**src/rtl/scr1_tcm_dmem_bridge.sv**
```systemverilog
// Registered single-outstanding bridge between the core data port and scr1_tcm dmem.
// Adds real backpressure, misalignment rejection, a request timeout and an error counter.

package scr1_tcm_dmem_bridge_pkg;

    localparam int SCR1_DMEM_AWIDTH = 32;
    localparam int SCR1_DMEM_DWIDTH = 32;

    typedef enum logic {
        SCR1_MEM_CMD_RD = 1'b0,
        SCR1_MEM_CMD_WR = 1'b1
    } type_scr1_mem_cmd_e;

    typedef enum logic [1:0] {
        SCR1_MEM_WIDTH_BYTE  = 2'b00,
        SCR1_MEM_WIDTH_HWORD = 2'b01,
        SCR1_MEM_WIDTH_WORD  = 2'b10,
        SCR1_MEM_WIDTH_ERROR = 2'b11
    } type_scr1_mem_width_e;

    typedef enum logic [1:0] {
        SCR1_MEM_RESP_NOTRDY = 2'b00,
        SCR1_MEM_RESP_RDY_OK = 2'b01,
        SCR1_MEM_RESP_RDY_ER = 2'b10
    } type_scr1_mem_resp_e;

endpackage

module scr1_tcm_dmem_bridge
    import scr1_tcm_dmem_bridge_pkg::*;
#(
    parameter int TIMEOUT_CYCLES = 16,
    parameter int ERR_CNT_W      = 8
) (
    input  logic                        clk,
    input  logic                        rst,
    input  logic                        core_dmem_req,
    input  type_scr1_mem_cmd_e          core_dmem_cmd,
    input  type_scr1_mem_width_e        core_dmem_width,
    input  logic [SCR1_DMEM_AWIDTH-1:0] core_dmem_addr,
    input  logic [SCR1_DMEM_DWIDTH-1:0] core_dmem_wdata,
    output logic                        core_dmem_req_ack,
    output logic [SCR1_DMEM_DWIDTH-1:0] core_dmem_rdata,
    output type_scr1_mem_resp_e         core_dmem_resp,
    output logic                        tcm_dmem_req,
    output type_scr1_mem_cmd_e          tcm_dmem_cmd,
    output type_scr1_mem_width_e        tcm_dmem_width,
    output logic [SCR1_DMEM_AWIDTH-1:0] tcm_dmem_addr,
    output logic [SCR1_DMEM_DWIDTH-1:0] tcm_dmem_wdata,
    input  logic                        tcm_dmem_req_ack,
    input  logic [SCR1_DMEM_DWIDTH-1:0] tcm_dmem_rdata,
    input  type_scr1_mem_resp_e         tcm_dmem_resp,
    output logic                        busy,
    output logic [ERR_CNT_W-1:0]        err_cnt
);

    localparam int TW = $clog2(TIMEOUT_CYCLES + 1);
    localparam logic [TW-1:0] TIMER_LAST = TW'(TIMEOUT_CYCLES - 1);

    localparam logic [1:0] ST_IDLE = 2'd0;
    localparam logic [1:0] ST_REQ  = 2'd1;
    localparam logic [1:0] ST_WAIT = 2'd2;
    localparam logic [1:0] ST_RESP = 2'd3;

    logic [1:0]                  state;
    logic [TW-1:0]               timer;
    type_scr1_mem_resp_e         resp_q;
    logic [SCR1_DMEM_DWIDTH-1:0] rdata_q;
    logic                        misaligned;
    logic                        new_req;
    logic                        timeout;
    logic                        err_event;

    // Alignment check on the incoming core request
    always_comb begin
        misaligned = 1'b0;
        case (core_dmem_width)
            SCR1_MEM_WIDTH_HWORD: misaligned = core_dmem_addr[0];
            SCR1_MEM_WIDTH_WORD:  misaligned = |core_dmem_addr[1:0];
            default:              misaligned = 1'b0;
        endcase
    end

    // Handshake and error event decode
    always_comb begin
        new_req   = (state == ST_IDLE) & core_dmem_req;
        timeout   = (state == ST_REQ) & ~tcm_dmem_req_ack
                  & (timer == TIMER_LAST);
        err_event = (new_req & misaligned) | timeout;
    end

    assign core_dmem_req_ack = (state == ST_IDLE);
    assign busy              = (state != ST_IDLE);
    assign core_dmem_resp    = (state == ST_RESP) ? resp_q
                                                  : SCR1_MEM_RESP_NOTRDY;
    assign core_dmem_rdata   = (state == ST_RESP) ? rdata_q : '0;

    // Main FSM: request capture, downstream handshake, response staging
    always_ff @(posedge clk or posedge rst) begin
        if (rst) begin
            state          <= ST_IDLE;
            timer          <= '0;
            tcm_dmem_req   <= 1'b0;
            tcm_dmem_cmd   <= SCR1_MEM_CMD_RD;
            tcm_dmem_width <= SCR1_MEM_WIDTH_BYTE;
            tcm_dmem_addr  <= '0;
            tcm_dmem_wdata <= '0;
            resp_q         <= SCR1_MEM_RESP_NOTRDY;
            rdata_q        <= '0;
        end else begin
            unique case (state)
                ST_IDLE: begin
                    if (new_req) begin
                        if (misaligned) begin
                            resp_q  <= SCR1_MEM_RESP_RDY_ER;
                            rdata_q <= '0;
                            state   <= ST_RESP;
                        end else begin
                            tcm_dmem_req   <= 1'b1;
                            tcm_dmem_cmd   <= core_dmem_cmd;
                            tcm_dmem_width <= core_dmem_width;
                            tcm_dmem_addr  <= core_dmem_addr;
                            tcm_dmem_wdata <= core_dmem_wdata;
                            timer          <= '0;
                            state          <= ST_REQ;
                        end
                    end
                end
                ST_REQ: begin
                    // A late ack still beats the timeout on the same cycle
                    if (tcm_dmem_req_ack) begin
                        tcm_dmem_req <= 1'b0;
                        state        <= ST_WAIT;
                    end else if (timeout) begin
                        tcm_dmem_req <= 1'b0;
                        resp_q       <= SCR1_MEM_RESP_RDY_ER;
                        rdata_q      <= '0;
                        state        <= ST_RESP;
                    end else begin
                        timer <= timer + 1'b1;
                    end
                end
                ST_WAIT: begin
                    if (tcm_dmem_resp != SCR1_MEM_RESP_NOTRDY) begin
                        resp_q  <= tcm_dmem_resp;
                        rdata_q <= tcm_dmem_rdata;
                        state   <= ST_RESP;
                    end
                end
                ST_RESP: begin
                    state <= ST_IDLE;
                end
                default: begin
                    state <= ST_IDLE;
                end
            endcase
        end
    end

    // Saturating error counter for misalign and timeout events
    always_ff @(posedge clk or posedge rst) begin
        if (rst) begin
            err_cnt <= '0;
        end else if (err_event && (err_cnt != {ERR_CNT_W{1'b1}})) begin
            err_cnt <= err_cnt + 1'b1;
        end
    end

endmodule

```
**config.mk**
```make
export PLATFORM = sky130hd
export DESIGN_NAME = scr1_tcm_dmem_bridge
export DESIGN_NICKNAME = d
export VERILOG_FILES = /design/src/rtl/scr1_tcm_dmem_bridge.sv
export SDC_FILE = /design/constraint.sdc
export NUM_CORES = 1
export LEC_CHECK = 0
export ABC_AREA = 1
export BUFFER_PORTS_ARGS = -buffer_cell sky130_fd_sc_hd__clkbuf_2
export CORE_UTILIZATION = 40
export CTS_CLUSTER_DIAMETER = 40
export DETAILED_ROUTE_END_ITERATION = 12
export PLACE_DENSITY = 0.7
export SLEW_MARGIN = 30
export SYNTH_ARGS = -nofsm -noshare
export SYNTH_HDL_FRONTEND = slang
export SYNTH_SLANG_ARGS = --single-unit
export TNS_END_PERCENT = 5
```
**constraint.sdc**
```tcl
create_clock -name clk -period 3.21 [get_ports clk]
set_clock_uncertainty 0.05 [all_clocks]
set_input_delay 0 -clock clk [delete_from_list [all_inputs] [get_ports clk]]
set_output_delay 0 -clock clk [all_outputs]
set_load 0.005 [all_outputs]
```
==> flow_summary.yaml <==
final_layout:
  layout_commonest_cell: "nand2_1"
  seq_area_um2: 2928
  multiInputGateArea_um2: 2332
  fill_cells: 1170
  syn_to_final_growth_pct: 50.80
  layout_common_cells: "314 x nand2_1, 216 x clkbuf_2, 117 x dfrtp_1"
  nets: 1135
  drive_gt1_frac: 0.2694
  diodes: 0
timing:
  finalSetupViolCount: 0
  tightest_slew_ns: 0.7465
  relSlewSlack: 0.5006
  hold_viol: 0
  fmax_ghz: 0.4163
  finalSetupTns_ns: 0
  slew_violations: 0
  period_share: 0.7483
  period_minus_slack_ns: 2.402
  rsz0062_at_grt: "no"
floorplanning:
  core_um2: 13880
  ios: 217
  initial_core_util: 0.4104
  die_width_um: 121.3
  fp-row-count: 43
  die_h_um: 121.3
  dieArea_um2: 14720
synthesis:
  yosysTopAreaCellShare: 0.5139
  seq_area_frac_synth: 0.5139
  synth_area_leader_cell: "dfrtp_1"
  avgSynthCellArea_um2: 8.024
  yosys_register_bits: 117
  syn-num-nets: 826
  yosys-top-cells-area: "dfrtp_1 51%, nand2_1 21%, nand3_1 7.7%, nand3b_1 4.5%, inv_1 3.8%"
  synthDistinctLibCells: 27
  postSynthCellCount: 710
  yosysWarningCount: 0
  syn_area_um2: 5697
routing:
  viasPerCell: 4.811
  ant_nets: 0
  drt-initial-drc-count: 428
  drc: 0
  routed_wl_mm: 16.58
  post_drt_wl_per_cell_um: 13.68
  dr.pass1.iters: 5
  num_vias: 5831
clock_network:
  cts_resized: 0
  postCtsHoldBufs: 104
  clk_latency_ns: 0.41
  cts_setup_buffers: 0
  clk_pin_slew_ns: 0.05
  cts-buffers-inserted: 17
  clockBufferDepth: 2
  cts_tree: "done"
  htree_levels: 4
  ctsRootBufferMaster: "clkbuf_16"
  clock_sinks: 117
worst_setup_path:
  cp_cell_sequence: "inv_1 -> ha_1 -> inv_2 -> or2_1 -> nand2_8 -> nor2_8 -> nand2_8 -> nand2_1 -> nand2_1"
  worstPathArrival_ns: 2.65
  path_class: "reg2reg"
  r2r_cells: 9
  startpoint_type: "flip-flop"
  cp.depth: 9
  r2r_slack_ns: 0.81
  cpPeakStageDelay_ns: 0.44
  cp_num_buf_inv: 2
  path_max_fanout: 35
  cp.required_ns: 3.45
  critical-path-top-delay-family: "simple AND/OR/NAND/NOR gates"
  cp-end-kind: "flip-flop"
  slowest_stage: "nor2_8"
global_routing:
  grt-ovfl-total: 0
  grt_antenna_before_repair: 0
  grt_pass1_vias: 5593
  grt_max_degree: 76
  grt_pass1_wl_mm: 26.86
  track_usage: 0.2360
power:
  ir_drop_mv: 0.5208
  power.leakage_nw: 4.982
  finalPower_mw: 7.206
  power_density_nw_per_um2: 838.8
outcome:
  status: "completed"
placement:
  place.gp.congestion: 0.7693
  dp_hpwl_mm: 9.798
  port_buffers: 216
hold_path:
  min_path_type: "in2async"
flow_run:
  maxCapViolations: 0
[worst min-delay path, cell delays in order]
cell           delay (ns)
dlygate4sd3_1        0.53
clkbuf_2             0.13
inv_6                0.46
[stage by stage]
stage / instance area (µm²) / util / hold WS, ns / setup slack, ns / instances
global route: 8591 / 0.6189 / 0.2892 / 0.5652 / 1212
floorplan: 5697 / - / 0.09458 / 0.05923 / 710
finish: 8591 / 0.6189 / 0.1837 / 0.8080 / 1212
global placement: 6867 / 0.4947 / 0.1794 / 0.8730 / 1076
detailed placement: 6867 / 0.4947 / 0.1828 / 0.7917 / 1076
CTS: 8588 / 0.6187 / 0.2823 / 0.7771 / 1212
[metal layers]
| layer | track usage | routed length [µm] |
|---|---|---|
| met5 | 0 | 0 |
| met4 | 0.1119 | 416 |
| met3 | 0.06673 | 1216 |
| met2 | 0.3782 | 7963 |
| met1 | 0.2921 | 6983 |
[layout make-up]
cell class	instances	share of cell area
Timing Repair Buffer	329	0.2563
Clock buffer	20	0.05316
Inverter	58	0.02592
Tap cell	180	0.02622
Clock inverter	12	0.02607
Multi-Input combinational cell	496	0.2715
Sequential cell	117	0.3408
[cell families (layout without fill, tap and decap cells)]
logic type,count (synthesis),after routing,synth area share
compound gates,8,8,0.007027
xor+xnor,3,3,0.004613
fa+ha+maj,11,11,0.02416
buf+inv,97,419,0.07709
flops,117,117,0.5139
simple gates,474,474,0.3732
[registers in the layout (all words and copies together) (netlist names)]
| signal | cells |
|---|---|
| err_cnt | 8 |
| tcm_dmem_cmd | 1 |
| state | 2 |
| tcm_dmem_addr | 32 |
| rdata_q | 32 |
| tcm_dmem_wdata | 32 |
| tcm_dmem_width | 2 |
| tcm_dmem_req | 1 |
| timer | 5 |
| resp_q | 2 |
[power breakdown]
part | leakage, nW | internal [mW] | total [mW] | switching, mW
clock network | 0.331 | 1.50 | 2.19 | 0.687
logic | 3.14 | 0.993 | 2.55 | 1.56
registers | 1.51 | 2.09 | 2.47 | 0.382
[cells in the mapped netlist]
cell and count:
xnor2_1 2, nand3b_1 34, buf_12 1, nand2_2 12, xor2_1 1, nand4_1 4, dfrtp_1 117, or2_1 1
clkbuf_1 15, buf_1 2, nor2_1 13, o21ai_0 7, nand4_2 1, buf_2 14, inv_2 1, buf_6 4
nand2_8 2, inv_1 57, buf_4 3, o21ai_1 1, or2_2 1, nand2_1 315, nor3b_1 1, nor2_2 1
nor2_8 1, ha_1 11, nand3_1 88
[worst paths after layout]
path                                           startpoint                        endpoint
max                                  state[0]$_DFFE_PP0P_          rdata_q[5]$_DFFE_PP0P_
min reg2reg                tcm_dmem_wdata[28]$_DFFE_PP0P_  tcm_dmem_wdata[28]$_DFFE_PP0P_
min                                                   rst          err_cnt[6]$_DFFE_PP0P_
min in group clk                      core_dmem_wdata[19]  tcm_dmem_wdata[19]$_DFFE_PP0P_
max reg2reg                          state[0]$_DFFE_PP0P_          rdata_q[5]$_DFFE_PP0P_
max in group asynchronous                             rst  tcm_dmem_wdata[26]$_DFFE_PP0P_
Power figures use the tool's default switching activity.
